$ cat config.mk
export PLATFORM = sky130hd
export DESIGN_NAME = dpram_rd_ctrl_flat
export DESIGN_NICKNAME = d
export VERILOG_FILES = /design/src/rtl/dpram_rd_ctrl_if.sv /design/src/rtl/dpram_rd_ctrl.sv /design/src/flat_wrapper.sv
export SDC_FILE = /design/constraint.sdc
export NUM_CORES = 1
export LEC_CHECK = 0
export BUFFER_PORTS_ARGS = -buffer_cell sky130_fd_sc_hd__buf_4
export CORE_ASPECT_RATIO = 1.5
export CORE_UTILIZATION = 51
export CTS_CLUSTER_DIAMETER = 50
export DETAILED_ROUTE_END_ITERATION = 6
export PLACE_DENSITY = 0.76
export SLEW_MARGIN = 15
export SYNTH_ARGS = -nofsm -noshare
export SYNTH_HDL_FRONTEND = slang
export SYNTH_SLANG_ARGS = --single-unit
$ cat constraint.sdc
create_clock -name clk -period 2.1 [get_ports clk]
set_input_delay 0 -clock clk [delete_from_list [all_inputs] [get_ports clk]]
set_output_delay 0 -clock clk [all_outputs]
set_load 0.1 [all_outputs]
$ cat src/rtl/dpram_rd_ctrl_if.sv
// Valid/ready word stream leaving the DPRAM read-burst engine.
// The master drives data/valid/last; the slave returns ready.
interface dpram_rd_ctrl_if #(
  parameter int WD = 8
) ();
  logic [WD-1:0] m_data;
  logic          m_valid;
  logic          m_ready;
  logic          m_last;

  modport master (output m_data, output m_valid, output m_last, input m_ready);
  modport slave  (input m_data, input m_valid, input m_last, output m_ready);
endinterface

$ cat src/rtl/dpram_rd_ctrl.sv
// Read-burst engine for the dual-port RAM read port; returned words leave as a valid/ready stream.
// Optional abort/flush support is built in when DPRAM_RD_CTRL_ABORT_EN is defined.
module dpram_rd_ctrl #(
  parameter int WD = 8,
  parameter int AD = 4
) (
  input  logic          clk,
  input  logic          rst,
  input  logic          start,
  input  logic [AD-1:0] base_addr,
  input  logic [AD:0]   len,
`ifdef DPRAM_RD_CTRL_ABORT_EN
  input  logic          abort,
`endif
  output logic          busy,
  output logic          done,
  output logic          ram_cs_n,
  output logic          ram_rd_n,
  output logic [AD-1:0] ram_addr,
  input  logic [WD-1:0] ram_dout,
  dpram_rd_ctrl_if.master m
);

`ifdef DPRAM_RD_CTRL_ABORT_EN
  typedef enum logic [1:0] {IDLE, READ, DRAIN, FLUSH} state_t;
`else
  typedef enum logic [1:0] {IDLE, READ, DRAIN} state_t;
`endif

  state_t        state_q, state_nx;
  logic [AD-1:0] addr_q;
  logic [AD:0]   remaining_q;
  logic [AD:0]   beats_q;
  logic          pend_q;
  logic [1:0]    cnt_q;
  logic [WD-1:0] fifo_q [3];
  logic          done_q, done_nx;
  logic          load, issue, pop, push, flush;
  logic [1:0]    wr_idx;

  // Issue decision uses registered state only, so the RAM strobe never follows an input.
  assign issue  = (state_q == READ) && (remaining_q != '0) &&
                  (({1'b0, cnt_q} + {2'b00, pend_q}) < 3'd3);
  assign pop    = m.m_valid && m.m_ready;
  assign push   = pend_q;
  assign wr_idx = pop ? (cnt_q - 2'd1) : cnt_q;

  assign busy      = (state_q != IDLE);
  assign done      = done_q;
  assign ram_cs_n  = ~busy;
  assign ram_rd_n  = ~issue;
  assign ram_addr  = addr_q;
  assign m.m_valid = (cnt_q != 2'd0);
  assign m.m_data  = fifo_q[0];
  assign m.m_last  = m.m_valid && (beats_q == {{AD{1'b0}}, 1'b1});

  always_comb begin
    state_nx = state_q;
    done_nx  = 1'b0;
    load     = 1'b0;
    flush    = 1'b0;
    case (state_q)
      IDLE: begin
        if (start) begin
          if (len == '0) begin
            done_nx = 1'b1;
          end else begin
            load     = 1'b1;
            state_nx = READ;
          end
        end
      end
      READ: begin
        if (issue && (remaining_q == {{AD{1'b0}}, 1'b1})) state_nx = DRAIN;
      end
      DRAIN: begin
        if (!pend_q && pop && m.m_last) begin
          state_nx = IDLE;
          done_nx  = 1'b1;
        end
      end
`ifdef DPRAM_RD_CTRL_ABORT_EN
      FLUSH: begin
        state_nx = IDLE;
        done_nx  = 1'b1;
      end
`endif
      default: state_nx = IDLE;
    endcase
`ifdef DPRAM_RD_CTRL_ABORT_EN
    // Abort wins over a coinciding final handshake so done timing is fixed at two cycles.
    if (abort && ((state_q == READ) || (state_q == DRAIN))) begin
      state_nx = FLUSH;
      done_nx  = 1'b0;
      flush    = 1'b1;
    end
`endif
  end

  always_ff @(posedge clk or posedge rst) begin
    if (rst) begin
      state_q     <= IDLE;
      done_q      <= 1'b0;
      addr_q      <= '0;
      remaining_q <= '0;
      beats_q     <= '0;
      pend_q      <= 1'b0;
      cnt_q       <= 2'd0;
      fifo_q[0]   <= '0;
      fifo_q[1]   <= '0;
      fifo_q[2]   <= '0;
    end else begin
      state_q <= state_nx;
      done_q  <= done_nx;
      pend_q  <= issue;
      if (load) begin
        addr_q      <= base_addr;
        remaining_q <= len;
        beats_q     <= len;
      end
      if (issue) begin
        addr_q      <= addr_q + 1'b1;
        remaining_q <= remaining_q - 1'b1;
      end
      if (pop) begin
        beats_q   <= beats_q - 1'b1;
        fifo_q[0] <= fifo_q[1];
        fifo_q[1] <= fifo_q[2];
      end
      if (push) fifo_q[wr_idx] <= ram_dout;
      case ({push, pop})
        2'b10:   cnt_q <= cnt_q + 2'd1;
        2'b01:   cnt_q <= cnt_q - 2'd1;
        default: cnt_q <= cnt_q;
      endcase
      if (flush) begin
        cnt_q  <= 2'd0;
        pend_q <= 1'b0;
      end
    end
  end

endmodule
$ cat src/flat_wrapper.sv
// flat-port wrapper written by rule: the top's interface ports become plain ports
module dpram_rd_ctrl_flat 
#(
  parameter int WD = 8,
  parameter int AD = 4
)
  (clk, rst, start, base_addr, len, busy, done, ram_cs_n, ram_rd_n, ram_addr, ram_dout, m_m_data, m_m_valid, m_m_last, m_m_ready);
  dpram_rd_ctrl_if #(.WD(WD)) m_i ();
  input  logic clk;
  input  logic rst;
  input  logic start;
  input  logic [AD-1:0] base_addr;
  input  logic [AD:0] len;
  output logic busy;
  output logic done;
  output logic ram_cs_n;
  output logic ram_rd_n;
  output logic [AD-1:0] ram_addr;
  input  logic [WD-1:0] ram_dout;
  output wire logic [$bits(m_i.m_data)-1:0] m_m_data;
  output wire logic [$bits(m_i.m_valid)-1:0] m_m_valid;
  output wire logic [$bits(m_i.m_last)-1:0] m_m_last;
  input wire logic [$bits(m_i.m_ready)-1:0] m_m_ready;
  assign m_m_data = m_i.m_data;
  assign m_m_valid = m_i.m_valid;
  assign m_m_last = m_i.m_last;
  assign m_i.m_ready = m_m_ready;
  dpram_rd_ctrl #(.WD(WD), .AD(AD)) u_core (.clk(clk), .rst(rst), .start(start), .base_addr(base_addr), .len(len), .busy(busy), .done(done), .ram_cs_n(ram_cs_n), .ram_rd_n(ram_rd_n), .ram_addr(ram_addr), .ram_dout(ram_dout), .m(m_i));
endmodule
# Word level (Yosys, flattened, before mapping)
# Cells that the tools add are included.
[classes]
n_addsub = 6
multipliers = 0
n_div = 0
order_cmp = 3
eq_ne = 10
n_shift = 0
n_mux = 24
bitwise_logic = 3
n_reduce_logical = 18
[op_table]
columns = ["op", "n"]
rows = [
  ["24-bit bitwise mux", 1],
  ["24-bit 2-to-1 mux", 1],
  ["8-bit demux with 2-bit select", 1],
  ["16-bit 2-to-1 mux", 1],
  ["5-bit 2-to-1 mux", 3],
  ["5-bit by 1-bit equality test with 1-bit output, second input constant", 2],
  ["2-bit 2-to-1 mux", 5],
  ["2-bit nonzero test", 5],
  ["5-bit by 1-bit subtractor with 5-bit output, second input constant", 2],
  ["1-bit logical AND", 8],
  ["4-bit 2-to-1 mux", 2],
  ["8-bit 2-to-1 mux", 1],
  ["1-bit 2-to-1 mux", 6],
  ["2-bit != test, second input constant", 3],
  ["2-bit case mux with 3 select lines", 1],
  ["5-bit zero test", 1],
  ["5-bit nonzero test", 1],
  ["4-bit by 1-bit adder with 4-bit output, second input constant", 1],
  ["2-bit by 1-bit equality test with 1-bit output, second input constant", 2],
  ["2-bit equality test, second input constant", 2],
  ["2-bit case mux with 2 select lines", 1],
  ["4-bit AND reduction", 1],
  ["2-bit by 1-bit adder with 3-bit output", 1],
  ["3-bit >= comparator, second input constant", 1],
  ["10 further kinds", 11],
]
[word_totals]
regBits = 44
latch_bits = 0
ramBits = 0
romBits = 0
in_bits = 21
output_inout_bits = 18
word_cells = 74
memories = 0

# Logic depth before layout (Yosys ltp)
# Gate-level depths: netlist of run 1.
[depth]
ltp_word = 10
depth_mapped = 9
mapped_depth_nobuf = 7

# Least setup slack after synthesis of run 1
# Ideal clock, no wire load.
[synth_timing]
kind = "register to register"
start = "register u_core.remaining_q[0]"
end = "register u_core.addr_q[0] (netlist: u_core.ram_addr[0])"
setup_ns = 0.127
t_arrival_ns = 2.167
setup_slack_ns = -0.193
path_stages_with_launch = 8
period_less_slack_ns = 2.293
path_cell_list = "dfrtp_1 -> inv_1 -> ha_1 -> nor4b_1 -> a2111oi_4 -> inv_1 -> nor2_1 -> a221o_2"
[synth_via]
elab_chain_len = 4
elab_cells_between_ends = 5
[synth_lines]
columns = ["item", "line", "text"]
rows = [
  ["start, declared", "dpram_rd_ctrl.sv:32", "logic [AD:0] remaining_q;"],
  ["start signal, assigned", "dpram_rd_ctrl.sv:118", "remaining_q <= len;"],
  ["start signal, assigned", "dpram_rd_ctrl.sv:123", "remaining_q <= remaining_q - 1'b1;"],
  ["5-bit nonzero test (*)", "dpram_rd_ctrl.sv:42", "assign issue = (state_q == READ) && (remaining_q != '0) &&"],
  ["1-bit logical AND (*) (2 in series)", "dpram_rd_ctrl.sv:42", ""],
  ["4-bit 2-to-1 mux or 2-bit nonzero test (tied branches)", "-", ""],
  ["end signal, assigned", "dpram_rd_ctrl.sv:117", "addr_q <= base_addr;"],
  ["end signal, assigned", "dpram_rd_ctrl.sv:122", "addr_q <= addr_q + 1'b1;"],
  ["end, declared", "dpram_rd_ctrl.sv:31", "logic [AD-1:0] addr_q;"],
]
# Every way passes the cells marked *; elsewhere a longest branch is shown, timed or not.
# A chain may end at the register's enable or synchronous reset.

# Worst setup path after layout of run 1
[layout_timing]
start = "register u_core.pend_q"
end = "output ram_rd_n"
[layout_via]
elab_chain_len = 4
[layout_lines]
columns = ["item", "line", "text"]
rows = [
  ["start, declared", "dpram_rd_ctrl.sv:34", "logic pend_q;"],
  ["start signal, assigned", "dpram_rd_ctrl.sv:115", "pend_q <= issue;"],
  ["2-bit by 1-bit adder with 3-bit output", "dpram_rd_ctrl.sv:43", "(({1'b0, cnt_q} + {2'b00, pend_q}) < 3'd3);"],
  ["3-bit by 2-bit less-than comparator with 1-bit output", "dpram_rd_ctrl.sv:43", ""],
  ["1-bit logical AND", "dpram_rd_ctrl.sv:42", ""],
  ["1-bit inverter", "dpram_rd_ctrl.sv:51", "assign ram_rd_n = ~issue;"],
  ["end, declared", "flat_wrapper.sv:17", "output logic ram_rd_n;"],
]
# Every way passes these cells.

==> impl_results.md, run 1 <==
* Skew-Pair Late Insertion Delay at 300 ps
* Pin count of the biggest net entering global routing at 45
* Core area at 4500 um^2
* Longest Clk Path Bufs at 2
* Distinct cells, synth at 44
* Most frequent cells in the layout: nand2_1 (54), buf_4 (51), dfrtp_1 (44)
* #FFs+latches synth at 44
* Max Cap Violations at 0
* Synth Cell Area at 2390 um^2
* CP Max Fanout at 5
* Synth Area in Compound Gates at 11.8%
* Clock Root Buffer: clkbuf_8
* Final core occ at ~69%
* IO Port Bufs at 38
* Fmax at 473 MHz
* Tightest Hold Check Type: input pin to flop
* Clock Pin Slew Worst Setup and Hold Paths at 80 ps
* Hold endpoint: u_core.beats_q[1]
* Most used cell, CP: ha_4
* Dpl hpwl at 3390 um
* Largest family of logic cells by synthesized area: simple AND/OR/NAND/NOR gates
* Post-route minimum period at between 2000 and 2500 ps
* Ports at 39
* Critical Path Source: u_core.pend_q
* Met1 wire length at a little over 2000 um
* Post-synthesis simple-gate area fraction at 17.5%
* Clock Skew at 3.62 ps
* Gpl congestion at 0.870
* Period utilization at 101%
* Via count at between 1500 and 2000
* CP cell instances: ha_4 -> ha_4 -> a2111oi_4 -> buf_6 -> clkinvlp_4 -> buf_12
* CP Data Arrival Time at 2110 ps
* Post-Synth XOR/XNOR Area at 1.83%
* Count of pins over their slew limit at 0
* Layout cells sized above 1 at roughly a third
* Wire length on met3 at 189 um
* Initial antenna violation count at 0
* Setup TNS at -13.4 ps
* Number of global-route vias before repair at 1835
* Post-Synthesis Cells at 238
* Site Rows at 30
* Seq/Total Area, Yosys at 46.0%
* Area growth from synthesis to layout at 29.9%
* Multiplexer share of the synthesized area at between 10% and 20%
* Pre-Repair DR Iteration Count at 6
* CTS tree: built
* Gr ovfl total at 0
* Most common cell after layout, fill and taps aside: nand2_1
* Effective utilization at floorplan at between 50% and 60%
* Failing checks: design-rule violations, negative setup slack
* Synth Area per Inst at a little over 10 um^2
* Clock tree sinks at 44
* Fillers at 345
* DR DRC count at 4
* Placement Cell Area at 2760 um^2
* CP Class: flop to output pin
* Yosys warns at 0
* Cts bufs inserted at 5
* Worst r2r path cells at 7
* WP data required at 2100 ps
* 1st-iter DRT viols at a little under 90
* GRT Overall Usage at a little over a fifth
* Crit path max-delay cell type: dfrtp_1
* Synth Flop Type: dfrtp_1
* Htree depth at 2
* RSZ-0062 raised after global routing: yes
* Setup crit end kind: output pin
* Antenna Cells at 0
* Hold path depth at 3
* CP max stage delay at 500 ps
* Crit start category: flop
* Flop2flop setup slack at 20 ps
* Wire length per cell at ~14 um
* Final wirelength at 4950 um
* First-pass GRT wire length at 8030 um
* Worst slew margin at 63.2%
* EDFF count, synth at 0
* Final hold slack at 3.73 ps
* Hold Startpoint: len[1]
* Die area at between 4000 and 5000 um^2
* Status: finished, violations left
* Endpoints failing hold at 0
* Die Wd at 57.9 um
* Metal2 WL at 2630 um
* Adder-cell share of the synthesized area at 5.23%
* PnR worst setup slack at -13.4 ps
* Syn_nets at 269
* Height of the chip at 85.9 um
* RR Endpoint: u_core.remaining_q[0]
* Vias per inst at roughly 5.5
* Endpoints failing setup at 1
* FF-to-FF Start: u_core.pend_q
* Nets at ~330
* Async SR Flop Fraction at between 90% and 100%
* Worst slew pin tran at 551 ps
* Final ANT Viol Nets at 0
* Final instance area at 3110 um^2
* Top Metal Used: met4
[final cells by class]
cell class                 instances  area, um^2  share of cell area, %
timing repair buffer              71         598                   19.2
clock inverter                     2        35.0                   1.13
clock buffer                       6        72.6                   2.33
tap                               48        60.1                   1.93
sequential                        44        1100                   35.4
inverter                          14        56.3                   1.81
multi-input combinational        165        1180                   38.1
[cells in the mapped netlist (2+ instances only)]
master,n,area share [%]
mux2_2,24,11
o21ai_0,2,0.42
nand2_1,54,8.5
a221o_1,3,1.3
and3_1,6,1.6
a221oi_1,2,0.73
xor2_1,2,0.73
a21oi_1,7,1.5
nor2_1,9,1.4
nand3_1,4,0.84
o21ai_2,3,1.1
xnor2_1,3,1.1
nand2b_1,2,0.52
nor3_1,8,1.7
ha_1,10,5.2
a211oi_1,3,0.94
o21a_1,2,0.63
clkbuf_1,2,0.31
dfrtp_1,44,46
buf_4,9,2.8
buf_1,2,0.31
nor4b_1,2,0.73
inv_1,14,2.2
[stage by stage]
step                      setup slack (ps)  std cells
after detailed placement             -17.5        322
after global routing                 -80.4        350
after floorplan                       -134        238
after CTS                             20.9        348
after global placement                70.1        322
final                                -13.4        350
[kinds of logic (layout without fill, tap and decap cells)]
logic type	Yosys count	in the layout
simple gates	91	91
flops	44	44
compound gates	35	35
buf+inv	29	93
mux	24	24
fa+ha+maj	10	10
xor+xnor	5	5
[worst max-delay path: cells and delay by family, from the launching register on]
family	cells	cell delay [ps]
AOI/OAI and AO/OA	1	380
DFF	1	500
buffers and inverters	3	460
adders and majority gates	2	470
[what timing repair did]
action / CTS / global route
hold buffers: 15 / 0
buffers inserted: 3 / 2
gates resized for setup: 2 / 9
pin swaps: 0 / 3
endpoints found under the hold margin: 74 / 0
setup endpoints to repair: 4 / 7
[how the worst max path moves through the flow]
stage                              end  slack [ps]
floorplan           u_core.ram_addr[0]        -130
global route                  ram_rd_n         -80
finish                        ram_rd_n         -10
CTS                           ram_rd_n          20
detailed placement  u_core.ram_addr[3]         -20
global placement    u_core.ram_addr[3]          70
[metal layers]
metal  global-route usage (%)  vias to the layer above
met5                        0                        -
met4                     7.58                        0
met3                     4.83                        6
met2                     38.2                       43
met1                     23.1                      924
li1                         -                      948
Power of run 1 is left out: the tool's default activity adds up to more than one toggle a clock period on the data nets, which glitch-free logic cannot reach.
==> inputs of run 2 (changes only) <==
--- a/config.mk
+++ b/config.mk
@@ -10,7 +10,8 @@
 export CORE_UTILIZATION = 51
 export CTS_CLUSTER_DIAMETER = 50
 export DETAILED_ROUTE_END_ITERATION = 6
-export PLACE_DENSITY = 0.76
+export PLACE_DENSITY_LB_ADDON = 0.15
+export RECOVER_POWER = 100
 export SLEW_MARGIN = 15
 export SYNTH_ARGS = -nofsm -noshare
 export SYNTH_HDL_FRONTEND = slang
==> run 2 against run 1 <==
The flow finishes with violations (design-rule violations); hold slack gained 0.61 ps; cell count shrank 1.4%; critical path depth unchanged; non-clock buffer count decreased by 3; core utilization decreased by 2.4 points; register-to-register slack improved by 40 ps; via count fell by 0.31%; fmax grew 3.2%; global-route usage grew 0.77 points; critical path type unchanged.
==> impl_results.md, run 2 (synthesis results as in run 1) <==
* Dpl cells at 320 (-0.62%)
* Endpoints failing hold at 0 (unchanged)
* Cts bufs inserted at 5 (unchanged)
* CP Max Fanout at 5 (unchanged)
* Longest Clk Path Bufs at 2 (unchanged)
* Via count at 1915 (-0.31%)
* Count of pins over their slew limit at 0 (unchanged)
* 1st-iter DRT viols at 96 (+10%)
* Layout cells sized above 1 at 29.3% (-4.5 points)
* Failing checks: design-rule violations
* Most frequent cells in the layout: nand2_1 (54), dfrtp_1 (42), buf_4 (31)
* Placement Cell Area at 2740 um^2 (-0.54%)
* Final wirelength at 5140 um (+3.9%)
* Worst slew pin tran at 1180 ps (+628 ps)
* IO Port Bufs at 38 (unchanged)
* Antenna Cells at 0 (unchanged)
* Crit start category: flop
* Clock Pin Slew Worst Setup and Hold Paths at 80 ps (about the same)
* Critical Path Source: u_core.cnt_q[0]
* Nets at 329 (-0.90%)
* Worst r2r path cells at 7 (unchanged)
* Pin count of the biggest net entering global routing at 25 (-44%)
* CTS tree: built
* Final instance area at 3000 um^2 (-3.5%)
* Clock tree sinks at 44 (unchanged)
* Final core occ at 66.6% (-2.4 points)
* Wire length per cell at 14.9 um (+5.4%)
* Vias per inst at 5.55 (+1.1%)
* Max Cap Violations at 0 (unchanged)
* Tightest Hold Check Type: input pin to flop
* Die area at 4970 um^2 (unchanged)
* Setup crit end kind: output pin
* Clock Skew at 8.71 ps (+5.08 ps)
* Skew-Pair Late Insertion Delay at 300 ps (about the same)
* Fmax at 488 MHz (+3.2%)
* First-pass GRT wire length at 8100 um (+0.86%)
* Dpl hpwl at 3600 um (+6.0%)
* Endpoints failing setup at 0 (-1)
* FF-to-FF Start: u_core.cnt_q[0]
* Flop2flop setup slack at 60 ps (+40 ps)
* Core area at 4500 um^2 (unchanged)
* Worst slew margin at 21.7% (-42 points)
* Pre-Repair DR Iteration Count at 6 (unchanged)
* CP Data Arrival Time at 2050 ps (-60 ps)
* CP Capture Point: ram_rd_n
* Site Rows at 30 (unchanged)
* Status: finished, violations left
* Most common cell after layout, fill and taps aside: nand2_1
* Initial antenna violation count at 0 (unchanged)
* Effective utilization at floorplan at 53.1% (unchanged)
* Multi-input logic area at 1170 um^2 (-1.3%)
* RR Endpoint: u_core.remaining_q[0]
* Height of the chip at 85.9 um (unchanged)
* Sequential Area at 1100 um^2 (+0.23%)
* Non-Filler Instances at 345 (-1.4%)
* Post-route minimum period at 2050 ps (-64.9 ps)
* GRT Overall Usage at 21.7% (+0.77 points)
* Number of global-route vias before repair at 1814 (-1.1%)
* Fillers at 389 (+13%)
* CP Class: flop to output pin
* WP data required at 2100 ps (about the same)
* Area growth from synthesis to layout at 25.4%
* Period utilization at 97.5% (-3.1 points)
* Htree depth at 2 (unchanged)
* Die Wd at 57.9 um (unchanged)
* Clock Root Buffer: clkbuf_8
* Ports at 39 (unchanged)
* Gpl congestion at 0.874 (+0.49%)
* Gr ovfl total at 0 (unchanged)
* Final ANT Viol Nets at 0 (unchanged)
* DR DRC count at 2 (-2)
[run 2: cell count changes in the layout (fill, tap and decap cells not counted), sizes merged]
| cell | change |
|---|---|
| clkbuf | +16 |
| buf | -20 |
| clkinv | -1 |
[run 2: critical path, cell delays in order (launching register included)]
cell        delay [ps]
dfrtp_2            450
ha_2               210
ha_4               230
a2111oi_4          410
buf_6              170
clkinvlp_4          90
buf_6              190
[run 2: layer usage]
| metal | share of wire, % | vias to the layer above | global-route usage (%) |
|---|---|---|---|
| met4 | 2.7 | 0 | 10.2 |
| li1 | - | 936 | - |
| met1 | 40 | 923 | 24.6 |
| met3 | 3.3 | 13 | 3.92 |
| met2 | 54 | 43 | 38.7 |
| met5 | 0 | - | 0 |
[run 2: how the worst min path moves through the flow]
stage                  from                    end  cells past startpoint
6_report             len[1]  u_core.remaining_q[1]                      3
5_1_grt              len[1]  u_core.remaining_q[1]                      3
4_1_cts        base_addr[3]     u_core.ram_addr[3]                      3
3_5_place_dp            rst     u_core.m.m_data[5]                      2
3_3_place_gp            rst     u_core.m.m_data[5]                      2
2_1_floorplan        len[2]  u_core.remaining_q[2]                      2
[run 2: layout make-up]
| class | instances | share of cell area, % |
|---|---|---|
| inverters | 14 | 1.88 |
| repair buffers | 68 | 17.0 |
| well taps | 48 | 2.00 |
| multi-input cells | 165 | 39.0 |
| flip-flops and latches | 44 | 36.8 |
| clock buffers | 5 | 2.29 |
| clock inverters | 1 | 1.00 |
[run 2: timing repair]
item                                   CTS  global route
hold buffers                            15             0
pin swaps                                0             2
setup endpoints to repair                3            33
setup buffers                            1             3
gates resized for setup                  3             7
endpoints found under the hold margin   53             0
[run 2: stage by stage]
| step | TNS [ps] | setup slack [ps] | hold WS [ps] |
|---|---|---|---|
| 3_5_place_dp | 0 | 7.45 | 127 |
| 5_1_grt | -44.0 | -17.3 | 22.0 |
| 4_1_cts | 0 | 47.0 | 12.6 |
| 2_1_floorplan | -260 | -134 | 123 |
| 6_report | 0 | 51.5 | 4.34 |
| 3_3_place_gp | 0 | 69.8 | 113 |
Power of run 2 is left out for the same reason.
==> inputs of run 3 (changes only) <==
--- a/config.mk
+++ b/config.mk
@@ -5,11 +5,12 @@
 export SDC_FILE = /design/constraint.sdc
 export NUM_CORES = 1
 export LEC_CHECK = 0
-export BUFFER_PORTS_ARGS = -buffer_cell sky130_fd_sc_hd__buf_4
 export CORE_ASPECT_RATIO = 1.5
-export CORE_UTILIZATION = 51
+export CORE_UTILIZATION = 59
+export CTS_BUF_LIST = sky130_fd_sc_hd__clkbuf_8
 export CTS_CLUSTER_DIAMETER = 50
 export DETAILED_ROUTE_END_ITERATION = 6
+export DONT_BUFFER_PORTS = 1
 export PLACE_DENSITY_LB_ADDON = 0.15
 export RECOVER_POWER = 100
 export SLEW_MARGIN = 15
==> run 3 against run 2 <==
The flow now finishes without violations; die area down 13%; worst setup slack worse by 5.5 ps; via count down 2.6%; critical path type is now flop to flop; highest routed layer unchanged.
==> impl_results.md, run 3 (synthesis results as in run 1) <==
* Most common cell after layout, fill and taps aside: nand2_1
* Antenna Cells at 0 (unchanged)
* Via count at 1866 (-2.6%)
* Final instance area at 2840 um^2 (-5.4%)
* Longest Clk Path Bufs at 2 (unchanged)
* Final ANT Viol Nets at 0 (unchanged)
* Endpoints failing setup at 0 (unchanged)
* Gpl congestion at 0.784 (-10%)
* Hold path depth at 2 (-1)
* Period utilization at 97.8% (+0.26 points)
* Layout cells sized above 1 at 24.7% (-4.6 points)
* Die area at 4320 um^2 (-13%)
* Clock Pin Slew Worst Setup and Hold Paths at 80 ps (about the same)
* Vias per inst at 5.69 (+2.5%)
* Die Wd at 54.0 um (-6.8%)
* Effective utilization at floorplan at 61.0% (+7.9 points)
* Nets at 314 (-4.6%)
* Hold endpoint: u_core.remaining_q[3]
* Max Cap Violations at 0 (unchanged)
* RR Endpoint: u_core.ram_addr[3]
* Hold Startpoint: len[3]
* Tightest Hold Check Type: input pin to flop
* Wire length per cell at 15.5 um (+3.9%)
* FF-to-FF Start: u_core.remaining_q[0]
* Pin count of the biggest net entering global routing at 45 (+80%)
* Post-route minimum period at 2050 ps (+5.49 ps)
* CP Class: flop to flop
* CTS tree: built
* Height of the chip at 80.0 um (-6.9%)
* Final wirelength at 5080 um (-1.2%)
* Clock Root Buffer: clkbuf_8
* Fmax at 487 MHz (-0.27%)
* IO Port Bufs at 0 (-100%)
* CP Data Arrival Time at 2240 ps (+190 ps)
* Endpoints failing hold at 0 (unchanged)
* GRT Overall Usage at 25.5% (+3.8 points)
* Number of global-route vias before repair at 1865 (+2.8%)
* Area growth from synthesis to layout at 18.6%
* Most frequent cells in the layout: nand2_1 (54), dfrtp_1 (43), mux2_2 (24)
* Clock tree sinks at 44 (unchanged)
* Status: finished clean
* Site Rows at 28 (-6.7%)
* Skew-Pair Late Insertion Delay at 290 ps (about the same)
* Core area at 3920 um^2 (-13%)
* Crit start category: flop
* Worst slew margin at 22.3% (+0.59 points)
* First-pass GRT wire length at 7890 um (-2.6%)
* Cts bufs inserted at 5 (unchanged)
* Placement Cell Area at 2610 um^2 (-4.8%)
* WP data required at 2280 ps (+180 ps)
* Initial antenna violation count at 0 (unchanged)
* Clock Skew at 4.82 ps (-3.89 ps)
* CP Max Fanout at 5 (unchanged)
* Pre-Repair DR Iteration Count at 4 (-2)
* Worst r2r path cells at 9 (+2)
* 1st-iter DRT viols at 39 (-59%)
* DR DRC count at 0 (-2)
* Dpl hpwl at 3550 um (-1.3%)
* Ports at 39 (unchanged)
* Gr ovfl total at 0 (unchanged)
* Htree depth at 2 (unchanged)
* Worst slew pin tran at 1170 ps (-8.84 ps)
* Count of pins over their slew limit at 0 (unchanged)
* Setup crit end kind: flop
* Flop2flop setup slack at 50 ps (about the same)
-- run 3: cell count changes in the layout (fill, tap and decap cells not counted), moves of 2 or more --
cell / change
clkbuf_2: +3
dlygate4sd3_1: +2
buf_6: -4
buf_4: -14
-- run 3: layout make-up --
cell class	count	area (um^2)
Clock inverter	2	12.5
Fill cell	301	1090
Timing Repair Buffer	53	384
Multi-Input combinational cell	165	1160
Sequential cell	44	1100
Clock buffer	5	68.8
Inverter	14	56.3
Tap cell	45	56.3
-- run 3: worst max path at each step --
| stage | from | endpoint | slack, ps |
|---|---|---|---|
| final | u_core.remaining_q[0] | u_core.ram_addr[3] | 50 |
| after global routing | u_core.remaining_q[1] | u_core.ram_addr[3] | -40 |
| after CTS | u_core.pend_q | ram_rd_n | 50 |
| after detailed placement | u_core.cnt_q[0] | u_core.m.m_data[1] | 90 |
| after global placement | u_core.remaining_q[0] | u_core.remaining_q[3] | 180 |
| after floorplan | u_core.pend_q | u_core.ram_addr[0] | -130 |
-- run 3: repair_timing --
item,CTS,global route
setup endpoints to repair,1,20
hold buffers,17,0
resized for setup,1,3
endpoints found under the hold margin,81,0
buffers inserted,2,2
pin swaps,0,1
-- run 3: through the flow --
stage / setup WS (ps) / instances / hold slack (ps) / utilization, % / setup TNS (ps)
2_1_floorplan: -134 / 238 / 123 / - / -260
3_3_place_gp: 177 / 300 / 58.8 / 66.5 / 0
3_5_place_dp: 90.2 / 300 / 69.9 / 66.5 / 0
4_1_cts: 49.9 / 326 / 19.9 / 73.4 / 0
5_1_grt: -36.3 / 328 / 31.3 / 72.3 / -78.8
6_report: 46.0 / 328 / 27.6 / 72.3 / 0
-- run 3: critical path: stages (launching register included) --
cell and delay (ps):
dfrtp_1 380, inv_1 130, ha_1 200, nor4b_2 260
buf_4 180, a2111oi_4 40, buf_4 160, buf_4 150
a22o_1 190, a211o_1 270
-- run 3: routing by layer --
metal	vias to the layer above	wire length [um]	GRT usage, %
met5	-	0	0
met4	0	133	10.0
met3	11	178	5.52
met2	43	2870	47.5
met1	910	1890	25.9
li1	902	-	-
Power of run 3 is left out for the same reason.
